$ cat config.mk
export PLATFORM = sky130hd
export DESIGN_NAME = pool_stream_unit_flat
export DESIGN_NICKNAME = d
export VERILOG_FILES = /design/src/rtl/pool_stream_unit_if.sv /design/src/rtl/pool_stream_unit.sv /design/src/flat_wrapper.sv
export SDC_FILE = /design/constraint.sdc
export NUM_CORES = 1
export LEC_CHECK = 0
export ABC_CLOCK_PERIOD_IN_PS = 5500
export CAP_MARGIN = 30
export CORE_MARGIN = 2
export CORE_UTILIZATION = 25
export CTS_BUF_LIST = sky130_fd_sc_hd__clkbuf_8
export DETAILED_ROUTE_END_ITERATION = 16
export GPL_ROUTABILITY_DRIVEN = 0
export HOLD_SLACK_MARGIN = 0.08
export SYNTH_ARGS = -nofsm -noshare
export SYNTH_HDL_FRONTEND = slang
export SYNTH_SLANG_ARGS = --single-unit
$ cat constraint.sdc
create_clock -name clk -period 5.5 [get_ports clk]
set_input_delay 0.825 -clock clk [delete_from_list [all_inputs] [get_ports clk]]
set_output_delay 0.825 -clock clk [all_outputs]
set_load 0.03 [all_outputs]
$ cat src/rtl/pool_stream_unit_if.sv
// rtl/pool_stream_unit_if.sv - stream handshake bundle for the pooling engine
interface pool_stream_if #(
  parameter int DATA_W = 16,
  parameter int NUM_CH = 4
);
  logic                     mode;
  logic                     flush;
  logic                     in_valid;
  logic                     in_ready;
  logic [NUM_CH*DATA_W-1:0] in_data;
  logic                     out_valid;
  logic                     out_ready;
  logic [NUM_CH*DATA_W-1:0] out_data;

  modport master (
    output mode, flush, in_valid, in_data, out_ready,
    input  in_ready, out_valid, out_data
  );

  modport slave (
    input  mode, flush, in_valid, in_data, out_ready,
    output in_ready, out_valid, out_data
  );
endinterface

$ cat src/rtl/pool_stream_unit.sv
// rtl/pool_stream_unit.sv - multi-lane streaming max/floor-average pooling engine
module pool_stream_unit #(
  parameter int DATA_W   = 16,
  parameter int NUM_CH   = 4,
  parameter int WIN_SIZE = 4,
  parameter int CNT_W    = $clog2(WIN_SIZE)
) (
  input  logic          clk,
  input  logic          rst,
  pool_stream_if.slave  s
);
  localparam int ACC_W = DATA_W + CNT_W;

  typedef enum logic {ST_COLLECT, ST_OUTPUT} state_t;

  state_t                   state_q, state_d;
  logic [CNT_W-1:0]         cnt_q, cnt_d;
  logic                     mode_q, mode_d;
  logic [NUM_CH*DATA_W-1:0] out_data_q, out_data_d;
  logic signed [ACC_W-1:0]  acc_q    [NUM_CH];
  logic signed [ACC_W-1:0]  acc_d    [NUM_CH];
  logic signed [ACC_W-1:0]  acc_new  [NUM_CH];
  logic signed [ACC_W-1:0]  elem_ext [NUM_CH];

  logic out_valid, out_fire, accept, first, last, eff_mode;

  assign out_valid   = (state_q == ST_OUTPUT);
  assign s.out_valid = out_valid;
  assign s.out_data  = out_data_q;
  assign s.in_ready  = !out_valid || s.out_ready;

  assign out_fire = out_valid && s.out_ready;
  assign accept   = s.in_valid && s.in_ready && !s.flush;
  assign first    = (cnt_q == '0);
  assign last     = accept && (cnt_q == CNT_W'(WIN_SIZE - 1));
  // The first beat of a window uses the live mode; later beats use the latched copy.
  assign eff_mode = first ? s.mode : mode_q;

  always_comb begin
    out_data_d = '0;
    for (int c = 0; c < NUM_CH; c++) begin
      elem_ext[c] = {{CNT_W{s.in_data[c*DATA_W + DATA_W - 1]}}, s.in_data[c*DATA_W +: DATA_W]};
      if (first)
        acc_new[c] = elem_ext[c];
      else if (eff_mode)
        acc_new[c] = acc_q[c] + elem_ext[c];
      else
        acc_new[c] = (elem_ext[c] > acc_q[c]) ? elem_ext[c] : acc_q[c];
      // Taking the upper DATA_W bits is the arithmetic shift by CNT_W (floor division).
      out_data_d[c*DATA_W +: DATA_W] = eff_mode ? acc_new[c][CNT_W +: DATA_W]
                                                : acc_new[c][DATA_W-1:0];
    end
  end

  always_comb begin
    state_d = state_q;
    cnt_d   = cnt_q;
    mode_d  = mode_q;
    acc_d   = acc_q;
    case (state_q)
      ST_COLLECT: if (last) state_d = ST_OUTPUT;
      ST_OUTPUT:  if (out_fire && !last) state_d = ST_COLLECT;
      default:    state_d = ST_COLLECT;
    endcase
    if (s.flush) begin
      cnt_d = '0;
      for (int c = 0; c < NUM_CH; c++) acc_d[c] = '0;
    end else if (accept) begin
      cnt_d = last ? '0 : cnt_q + CNT_W'(1);
      if (first) mode_d = s.mode;
      acc_d = acc_new;
    end
  end

  always_ff @(posedge clk or posedge rst) begin
    if (rst) begin
      state_q    <= ST_COLLECT;
      cnt_q      <= '0;
      mode_q     <= 1'b0;
      out_data_q <= '0;
      for (int c = 0; c < NUM_CH; c++) acc_q[c] <= '0;
    end else begin
      state_q <= state_d;
      cnt_q   <= cnt_d;
      mode_q  <= mode_d;
      acc_q   <= acc_d;
      if (last) out_data_q <= out_data_d;
    end
  end
endmodule

$ cat src/flat_wrapper.sv
// flat-port wrapper written by rule: the top's interface ports become plain ports
module pool_stream_unit_flat 
#(
  parameter int DATA_W   = 16,
  parameter int NUM_CH   = 4,
  parameter int WIN_SIZE = 4,
  parameter int CNT_W    = $clog2(WIN_SIZE)
)
  (clk, rst, s_mode, s_flush, s_in_valid, s_in_data, s_out_ready, s_in_ready, s_out_valid, s_out_data);
  pool_stream_if #(.DATA_W(DATA_W), .NUM_CH(NUM_CH)) s_i ();
  input  logic clk;
  input  logic rst;
  input wire logic [$bits(s_i.mode)-1:0] s_mode;
  input wire logic [$bits(s_i.flush)-1:0] s_flush;
  input wire logic [$bits(s_i.in_valid)-1:0] s_in_valid;
  input wire logic [$bits(s_i.in_data)-1:0] s_in_data;
  input wire logic [$bits(s_i.out_ready)-1:0] s_out_ready;
  output wire logic [$bits(s_i.in_ready)-1:0] s_in_ready;
  output wire logic [$bits(s_i.out_valid)-1:0] s_out_valid;
  output wire logic [$bits(s_i.out_data)-1:0] s_out_data;
  assign s_i.mode = s_mode;
  assign s_i.flush = s_flush;
  assign s_i.in_valid = s_in_valid;
  assign s_i.in_data = s_in_data;
  assign s_i.out_ready = s_out_ready;
  assign s_in_ready = s_i.in_ready;
  assign s_out_valid = s_i.out_valid;
  assign s_out_data = s_i.out_data;
  pool_stream_unit #(.DATA_W(DATA_W), .NUM_CH(NUM_CH), .WIN_SIZE(WIN_SIZE), .CNT_W(CNT_W)) u_core (.clk(clk), .rst(rst), .s(s_i));
endmodule
==> summary.md <==
| Metric | Value |
|---|---|
| Status | `complete, no violations` |
| Post-CTS Hold Buffers | `0` |
| Switch share | `43.96%` |
| CTS Buffer Depth | `2` |
| Design Power | `between 4 and 5 mW` |
| Sequential share of the synthesized area | `28.25%` |
| Die area | `approximately 0.051 mm²` |
| Aggregate global routing overflow | `0` |
| Filler instances | `5111` |
| Hold violation total from the final report | `0` |
| Setup bufs post-CTS | `0` |
| Die Y | `226.7 µm` |
| Largest area contributor in the netlist | `dfrtp_1` |
| Syn nets | `~1700` |
| CP startpoint | `s_in_data[63]` |
| Most common cell in the netlist | `nand2_1` |
| Largest cells by area after synthesis | `dfrtp_1 (28%), ha_1 (14%), nand2_1 (4.4%), inv_1 (4.1%), a21oi_1 (3.8%)` |
| Worst R2R End | `u_core.s.out_data[56]` |
| Clock-pin slew on the worst setup and hold paths | `0.09 ns` |
| Sw Pwr | `1.788 mW` |
| Tightest Pin Transition | `between 0.8 and 0.9 ns` |
| Initial Utilization | `25.34%` |
| Post-synth ARST share | `100.0%` |
| Vias in the first global route | `approximately 12000` |
| Power per cell area | `273.0 mW/mm²` |
| Root Buffer | `clkbuf_8` |
| Final routed DRC violation total | `0` |
| IO Pins | `136` |
| Max rail drop VDD | `0.0001618 V` |
| Crit path capture | `u_core.s.out_data[56]` |
| Final Cycle Share | `73.32%` |
| CP required | `5.89 ns` |
| Slew Viols, Final | `0` |
| TritonCTS buffer count | `17` |
| Logic pwr share | `between 40% and 50%` |
| Antenna-violating nets left | `0` |
| Max_slew headroom | `a little under half` |
| Layout cell share with drive strength beyond 1 | `6.433%` |
| Yosys reg bits | `140` |
| Initial antenna violation count | `4` |
| Row count | `81` |
| Via density | `5.329` |
| Min Clock Period, post-route | `4.033 ns` |
| RR Startpoint | `u_core.acc_q[10]` |
| Width of the chip | `226.7 µm` |
| Max-Cap Viols | `0` |
| Reg2Reg Depth | `12` |
| Top cell type's share of synthesized area | `~28%` |
| Post-route setup TNS | `0 ns` |
| Tot GR Track Use | `17.71%` |
| H-tree levels | `4` |
| Max Fclk | `248.0 MHz` |
| First-pass GRT wire length | `69890 µm` |
| Core area | `0.04895 mm²` |
| Synth-to-Final Area Change | `20.11%` |
| RSZ-0062 raised after global routing | `false` |
| Syn Area/Cell | `between 8 and 9 µm²` |
| Clk Latency, worst-skew pair | `0.48 ns` |
| Util after Layout | `between 30 and 40%` |
| CTS sink count | `140` |
| Most frequent cells after synthesis | `nand2_1 (146), ha_1 (142), dfrtp_1 (140)` |
| Largest net degree at the start of global routing | `63` |
| Critical path launch point type | `primary input` |
| Vias post-DR | `12075` |
| Post-CTS Resized | `0` |
| Max FO, Critical Path | `12` |
| Layout Nets | `1804` |
| Final setup viols | `0` |
| Port bufs | `135` |
| CP Class | `primary input to flip-flop` |
| Synth warnings | `0` |
| CP Capture Type | `flip-flop` |
| Mapped cell area | `0.01240 mm²` |
| R2r setup slk | `1.94 ns` |
| CP arrival | `between 4 and 5 ns` |
| Detailed Route WL | `45340 µm` |
| Fin area | `0.01490 mm²` |
| Seq pwr share | `32.5%` |
| Drt first-iter violations | `922` |
| Clk pwr share | `20.3%` |
| Wire length per cell | `20.01 µm` |
| Cells after synthesis | `1483` |
| Main synth FF type | `dfrtp_1` |
| Internal | `roughly 2.3 mW` |
| HP Class | `flip-flop to flip-flop` |
| DR pass1 iterations | `8` |
| Detailed Place HPWL | `between 30000 and 40000 µm` |
| TritonCTS clock tree | `yes` |
| Dpl cell area | `0.01452 mm²` |
| Static Leak | `6.396 nW` |
| Number of synthesized flops with an enable pin | `0` |
| Post-synthesis cell type count | `88` |
| Setup Skew | `slightly below 0.02 ns` |
==> stage by stage <==
stage	std cells	setup WS [ns]	hold WS [ns]
final	2266	1.467	0.4834
after CTS	2265	1.522	0.4895
after floorplan	1483	0.9221	0.4632
after global routing	2266	1.273	0.5151
after global placement	2233	1.070	0.4625
after detailed placement	2233	1.048	0.4677
==> area by class of cell <==
class / instances / area [µm²] / area share, %
Tap cell: 664 / 830.8 / 5.577
Multi-Input combinational cell: 1130 / 8097 / 54.35
Sequential cell: 140 / 3503 / 23.52
Clock inverter: 13 / 108.9 / 0.7307
Timing Repair Buffer: 164 / 1582 / 10.62
Antenna cell: 1 / 2.502 / 0.01680
Clock buffer: 19 / 261.5 / 1.755
Inverter: 135 / 511.7 / 3.435
==> flip-flops by register name (all words and copies together) (netlist names) <==
register	flops
u_core.s.out_data	64
u_core.cnt_q	2
u_core.mode_q	1
u_core.acc_q	72
u_core.s.out_valid	1
==> worst max-delay path: stages <==
cell and delay, ns:
clkdlybuf4s50_1 0.59, ha_1 0.47, and3_1 0.26, nand4_1 0.18, o31ai_1 0.43, a32o_2 0.26, nor2_1 0.06, buf_4 0.20
a21oi_1 0.39, o221ai_1 0.27, mux2_2 0.37, o21ai_1 0.12
==> placed cells by master, fill, tap and decap left out, types with 14 or more instances in the layout <==
| cell | count |
|---|---|
| dfrtp_1 | 140 |
| inv_1 | 134 |
| a222oi_1 | 19 |
| a221oi_1 | 28 |
| mux2i_1 | 15 |
| a21oi_1 | 92 |
| o21ai_0 | 86 |
| o31ai_1 | 19 |
| clkbuf_8 | 19 |
| nand3_1 | 15 |
| o221ai_1 | 26 |
| a22oi_1 | 16 |
| buf_4 | 28 |
| nor3_1 | 28 |
| a21o_1 | 30 |
| nand2b_1 | 26 |
| clkdlybuf4s50_1 | 135 |
| ha_1 | 141 |
| o21ai_1 | 14 |
| nand2_1 | 145 |
| xnor2_1 | 39 |
| nor2_1 | 103 |
| a221o_1 | 20 |
| o211ai_1 | 14 |
| xor2_1 | 17 |
==> worst min path at each step <==
stage	startpoint	endpoint	slack (ns)	cells past startpoint
2_1_floorplan	u_core.acc_q[17]	u_core.acc_q[17]	0.46	2
5_1_grt	u_core.s.out_data[52]	u_core.s.out_data[52]	0.52	1
6_report	u_core.s.out_data[52]	u_core.s.out_data[52]	0.48	1
3_5_place_dp	u_core.s.out_data[52]	u_core.s.out_data[52]	0.47	1
3_3_place_gp	u_core.s.out_data[8]	u_core.s.out_data[8]	0.46	1
4_1_cts	u_core.s.out_data[52]	u_core.s.out_data[52]	0.49	1
==> power by group through the flow <==
stage	Clock, mW	Combinational (mW)	Sequential (mW)
floorplan	0	1.04	1.51
global placement	0	1.90	1.34
detailed placement	0	1.92	1.34
CTS	0.848	1.93	1.32
global route	0.893	2.10	1.34
finish	0.824	1.92	1.32
==> metal layers <==
layer	vias to the layer above	routed length, µm	share of wire (%)	GRT usage [%]
li1	5655	-	-	-
met1	5902	20040	44	23.80
met2	453	21110	47	28.94
met3	61	3355	7.4	3.253
met4	4	807	1.8	4.881
met5	-	28	0.062	0
==> cells by family (layout without fill, tap and decap cells) <==
kind of cell,Yosys count,count (layout),synth area share [%]
DFF,140,140,28.25
xor gates and xnor gates,56,56,3.954
buffers and inverters,213,331,6.749
other,0,1,0
AOI/OAI and AO/OA,500,500,28.85
adders and majority gates,146,146,14.97
and+or+nand+nor,405,405,15.26
muxes,23,23,1.967
Power figures use the tool's default switching activity.
==> RTL change 1, RTL diff (same flow settings) <==
`NUM_CH` is set to 4 in 3 places; all go to 8.
--- a/src/rtl/pool_stream_unit_if.sv
+++ b/src/rtl/pool_stream_unit_if.sv
@@ -1,7 +1,7 @@
 // rtl/pool_stream_unit_if.sv - stream handshake bundle for the pooling engine
 interface pool_stream_if #(
   parameter int DATA_W = 16,
-  parameter int NUM_CH = 4
+  parameter int NUM_CH = 8
 );
   logic                     mode;
   logic                     flush;
--- a/src/rtl/pool_stream_unit.sv
+++ b/src/rtl/pool_stream_unit.sv
@@ -1,7 +1,7 @@
 // rtl/pool_stream_unit.sv - multi-lane streaming max/floor-average pooling engine
 module pool_stream_unit #(
   parameter int DATA_W   = 16,
-  parameter int NUM_CH   = 4,
+  parameter int NUM_CH   = 8,
   parameter int WIN_SIZE = 4,
   parameter int CNT_W    = $clog2(WIN_SIZE)
 ) (
--- a/src/flat_wrapper.sv
+++ b/src/flat_wrapper.sv
@@ -2,7 +2,7 @@
 module pool_stream_unit_flat 
 #(
   parameter int DATA_W   = 16,
-  parameter int NUM_CH   = 4,
+  parameter int NUM_CH   = 8,
   parameter int WIN_SIZE = 4,
   parameter int CNT_W    = $clog2(WIN_SIZE)
 )
Interface: changed (resized s_in_data and s_out_data); port bits go from 136 to 264. The function was not compared with the original's and may differ.
==> RTL change 1 against the unedited design <==
Wire length up 120%; sequential cell count is 136 higher; clock power rose to 3.4 times the old value; power is 120% higher; first-iteration DRC count increased by 110%; sequential power is 95% higher; combinational power is 96% higher; global-route usage is 1.9 points higher; cell area is 100% higher; critical path type unchanged; largest cell class unchanged; setup slack got worse by 0.27 ns; synthesized area rose by 99%.
==> RTL change 1: results (changes against the unedited design) <==
- Largest net degree at the start of global routing: 119 (was 63)
- Setup slack, reg-to-reg: 1.57 ns (was 1.94 ns)
- Fin cells: 4598 (was 2266)
- Largest register FFs: 144 (was 72)
- GRT Total Usage: 0.196 (was 0.177)
- CTS Buf Count: 60 (was 17)
- Slew @ Worst Pin: 1.01 ns (was 0.817 ns)
- DP HPWL: 71500 µm (was 33100 µm)
- Leak pwr: 0.0129 µW (was 0.00640 µW)
- Initial drt markers: 1891 (was 922)
- Worst VDD drop: 178 µV (was 162 µV)
- Initial antenna violation count: 12 (was 4)
- Total nets after synthesis: 3463 (was 1699)
- Global-route wire length before repair: 154000 µm (was 69900 µm)
- Routed wire per std cell: 22.1 µm (was 20.0 µm)
- Crit-path max cell delay: 0.64 ns (was 0.59 ns)
- Clock-pin slew on the worst setup and hold paths: 0.06 ns (was 0.09 ns)
- Synth cell count leaders: nor2_1 (318), ha_1 (282), dfrtp_1 (276) (was nand2_1 (146), ha_1 (142), dfrtp_1 (140))
- IO Port Bufs: 263 (was 135)
- Clock insertion delay at the later pin of the skew report: 0.75 ns (was 0.48 ns)
- DR vias: 24700 (was 12100)
- CP delay by family, top: compound AO/OA/AOI/OAI gates (unchanged)
- Filler cells: 10500 (was 5111)
- Layout Skew: 0.0433 ns (was 0.0194 ns)
- Met2 GRT Util: 0.321 (was 0.289)
- Share of the synthesized area in the top cell type: 0.279 (was 0.282)
- Met1 Use GR: 0.260 (was 0.238)
- Nets: 3685 (was 1804)
- CP max stage cell: a222oi_1 (was clkdlybuf4s50_1)
- Clock tree buffer depth: 3 (was 2)
- Distinct cells, synth: 89 (was 88)
- CP arrival: 4.89 ns (was 4.42 ns)
- Dominant cells by area after synthesis: dfrtp_1 (28%), ha_1 (14%), a21oi_1 (4.9%), nor2_1 (4.8%), nand2_1 (3.9%) (was dfrtp_1 (28%), ha_1 (14%), nand2_1 (4.4%), inv_1 (4.1%), a21oi_1 (3.8%))
- Status: complete, no violations (unchanged)
- Sequential share of the synthesized area: 0.279 (was 0.282)
- CTS H-Tree Depth: 2 (was 4)
- Dpl cells: 4486 (was 2233)
- Share of cells above drive strength 1: 0.0644 (was 0.0643)
## RTL change 1: path summary, 6_finish.rpt
kind	end	cells past startpoint	from
worst max-delay path	u_core.s.out_data[20]$_DFFE_PP0P_	11	s_in_data[31]
worst min-delay path	u_core.s.out_data[84]$_DFFE_PP0P_	1	u_core.s.out_data[84]$_DFFE_PP0P_
worst max register to register	u_core.s.out_data[20]$_DFFE_PP0P_	11	u_core.acc_q[124]$_DFFE_PP0P_
worst min register to register	u_core.s.out_data[84]$_DFFE_PP0P_	1	u_core.s.out_data[84]$_DFFE_PP0P_
max in group asynchronous	u_core.mode_q$_DFFE_PP0P_	3	rst
min in group asynchronous	u_core.acc_q[26]$_DFFE_PP0P_	2	rst
## RTL change 1: per-layer routing
| layer | up-vias | wire length [µm] |
|---|---|---|
| met2 | 767 | 46900 |
| met5 | - | 108 |
| met1 | 12100 | 45100 |
| met3 | 163 | 6880 |
| li1 | 11600 | - |
| met4 | 18 | 2520 |
## RTL change 1: final cells by class
| type | count | area (µm²) | share of cell area |
|---|---|---|---|
| Multi-Input combinational cell | 2353 | 16300 | 0.539 |
| Sequential cell | 276 | 6910 | 0.228 |
| Clock inverter | 36 | 420 | 0.0139 |
| Timing Repair Buffer | 319 | 3120 | 0.103 |
| Clock buffer | 72 | 991 | 0.0326 |
| Antenna cell | 4 | 10.0 | 0.000330 |
| Inverter | 251 | 946 | 0.0312 |
| Tap cell | 1287 | 1610 | 0.0531 |
## RTL change 1: where the power goes
| group | switching, µW | internal (µW) | total [µW] |
|---|---|---|---|
| sequential | 265 | 2320 | 2580 |
| combinational | 2320 | 1440 | 3760 |
| clock | 1120 | 1650 | 2770 |
| total | 3710 | 5410 | 9110 |
## RTL change 1: cell families after synthesis
family          count (synthesis)  share of synthesized area
compound gates               1050                      0.294
flops                         276                      0.279
buf+inv                       410                     0.0627
xor+xnor                      107                     0.0379
simple gates                  873                      0.162
fa+ha+maj                     290                      0.149
mux                            33                     0.0142
## RTL change 1: metrics by stage
step | utilization | setup WS, ns | area [µm²]
floorplan | - | 1.02 | 24700
global placement | 0.295 | 0.781 | 28900
detailed placement | 0.295 | 0.668 | 28900
CTS | 0.309 | 1.42 | 30300
global route | 0.309 | 1.06 | 30300
finish | 0.309 | 1.20 | 30400
==> RTL change 2, RTL diff (same flow settings) <==
Made on the original files. Reset style: synchronous (`rst`), changed in one clocked block.
--- a/src/rtl/pool_stream_unit.sv
+++ b/src/rtl/pool_stream_unit.sv
@@ -72,7 +72,7 @@
     end
   end
 
-  always_ff @(posedge clk or posedge rst) begin
+  always_ff @(posedge clk) begin
     if (rst) begin
       state_q    <= ST_COLLECT;
       cnt_q      <= '0;
Formal check against the unedited RTL: not equivalent (a bounded check fails within 10 cycles, from zero or initial values and one cycle with rst high; the reset may be asserted at any time).
==> RTL change 2 against the unedited design <==
Sequential share of layout area is 5.0 points lower; via count is 12% higher; setup slack worse by 0.18 ns; sequential cell count stayed put; wire length is 14% higher; cell area is 1.6% higher; synthesized area is 2.1% higher; critical endpoint is now u_core.s.out_data[57]$_SDFFE_PP0P_; largest cell class unchanged.
Power is not compared: it rests on default switching activity, and its combinational part moved more than twofold at a synthesized area within 25%.
==> RTL change 2: results (changes against the unedited design) <==
- Status: complete, no violations (unchanged)
- Dominant cells by area after synthesis: dfxtp_1 (22%), ha_1 (14%), a21oi_1 (5.1%), nor2_1 (4.4%), nand2_1 (4.4%) (was dfrtp_1 (28%), ha_1 (14%), nand2_1 (4.4%), inv_1 (4.1%), a21oi_1 (3.8%))
- Crit-path max FO: 17 (was 12)
- Slew headroom: 0.353 (was 0.454)
- Hold path cells: 2 (was 1)
- Largest net degree at the start of global routing: 67 (was 63)
- Syn Inst Count: 1657 (was 1483)
- Share of cells above drive strength 1: 0.0659 (was 0.0643)
- Setup slack, reg-to-reg: 1.81 ns (was 1.94 ns)
- Initial antenna violation count: 3 (was 4)
- N_diodes: 0 (was 1)
- Crit-path max cell delay: 0.66 ns (was 0.59 ns)
- Total nets after synthesis: 1873 (was 1699)
- Hold Crit Start: u_core.s.out_data[35]$_SDFFE_PP0P_ (was u_core.s.out_data[52]$_DFFE_PP0P_)
- GRT Total Usage: 0.191 (was 0.177)
- DP HPWL: 35800 µm (was 33100 µm)
- CP max stage cell: o21ai_2 (was clkdlybuf4s50_1)
- Dpl cells: 2399 (was 2233)
- Synth cell count leaders: nor2_1 (149), nand2_1 (147), ha_1 (142) (was nand2_1 (146), ha_1 (142), dfrtp_1 (140))
- DRT Wirelength: 51500 µm (was 45300 µm)
- Distinct cells, synth: 95 (was 88)
- Sequential share of the synthesized area: 0.221 (was 0.282)
- R2R Path End: u_core.s.out_data[55]$_SDFFE_PP0P_ (was u_core.s.out_data[56]$_DFFE_PP0P_)
- Clock insertion delay at the later pin of the skew report: 0.50 ns (was 0.48 ns)
- DRT Pass-1 Iters: 5 (was 8)
- Async S/R FF share, synth: 0 (was 1.00)
[RTL change 2: changes by cell type after synthesis, sizes merged, moves of 19 or more]
cell / change
a21oi: +38
a222oi: -19
a31oi: +19
dfrtp: -140
dfxtp: +140
nor2: +43
[RTL change 2: power groups by stage]
| stage | registers [µW] | logic (µW) | clock network [µW] |
|---|---|---|---|
| 5_1_grt | 1060 | 925 | 929 |
| 3_3_place_gp | 1080 | 813 | 0 |
| 2_1_floorplan | 1080 | 557 | 0 |
| 3_5_place_dp | 1080 | 829 | 0 |
| 6_report | 1060 | 851 | 878 |
| 4_1_cts | 1060 | 835 | 891 |
[RTL change 2: how the worst max path moves through the flow]
stage                                         endpoint  cells past startpoint
floorplan                u_core.acc_q[34]$_SDFFE_PP0P_                     12
global placement    u_core.s.out_data[57]$_SDFFE_PP0P_                     11
detailed placement  u_core.s.out_data[57]$_SDFFE_PP0P_                     11
CTS                 u_core.s.out_data[57]$_SDFFE_PP0P_                     11
global route              u_core.acc_q[5]$_SDFFE_PP0P_                     11
finish              u_core.s.out_data[57]$_SDFFE_PP0P_                     11
[RTL change 2: kinds of logic after synthesis]
group / count (synthesis) / share of synthesized area
xor+xnor: 49 / 0.0339
flops: 140 / 0.221
simple gates: 492 / 0.183
compound gates: 585 / 0.331
buf+inv: 224 / 0.0679
fa+ha+maj: 146 / 0.147
mux: 21 / 0.0171
[RTL change 2: routing by layer]
layer,routed length [µm],share of wire,GRT usage
met1,22700,0.44,0.257
met2,23000,0.45,0.304
met3,4540,0.088,0.0386
met4,1140,0.022,0.0607
met5,13,0.00025,0
[RTL change 2: cell type report]
| type | count | area share |
|---|---|---|
| flip-flops and latches | 140 | 0.185 |
| repair buffers | 162 | 0.103 |
| clock inverters | 14 | 0.00918 |
| multi-input cells | 1293 | 0.597 |
| inverters | 133 | 0.0330 |
| clock buffers | 18 | 0.0164 |
| well taps | 672 | 0.0556 |
[RTL change 2: worst max-delay path: cells and delay by family]
kind	cells	cell delay, ns
AOI/OAI and AO/OA	5	1.94
and+or+nand+nor	4	0.69
buffers and inverters	1	0.62
adders and majority gates	1	0.53
[RTL change 2: stage by stage]
step                      worst slack [ns]   util  hold slack [ns]  area [µm²]
after global routing                  1.15  0.302            0.467       15100
final                                 1.29  0.302            0.447       15100
after floorplan                       2.17      -            0.449       12700
after detailed placement             0.927  0.294            0.433       14700
after global placement                1.06  0.294            0.432       14700
after CTS                             1.42  0.302            0.448       15100
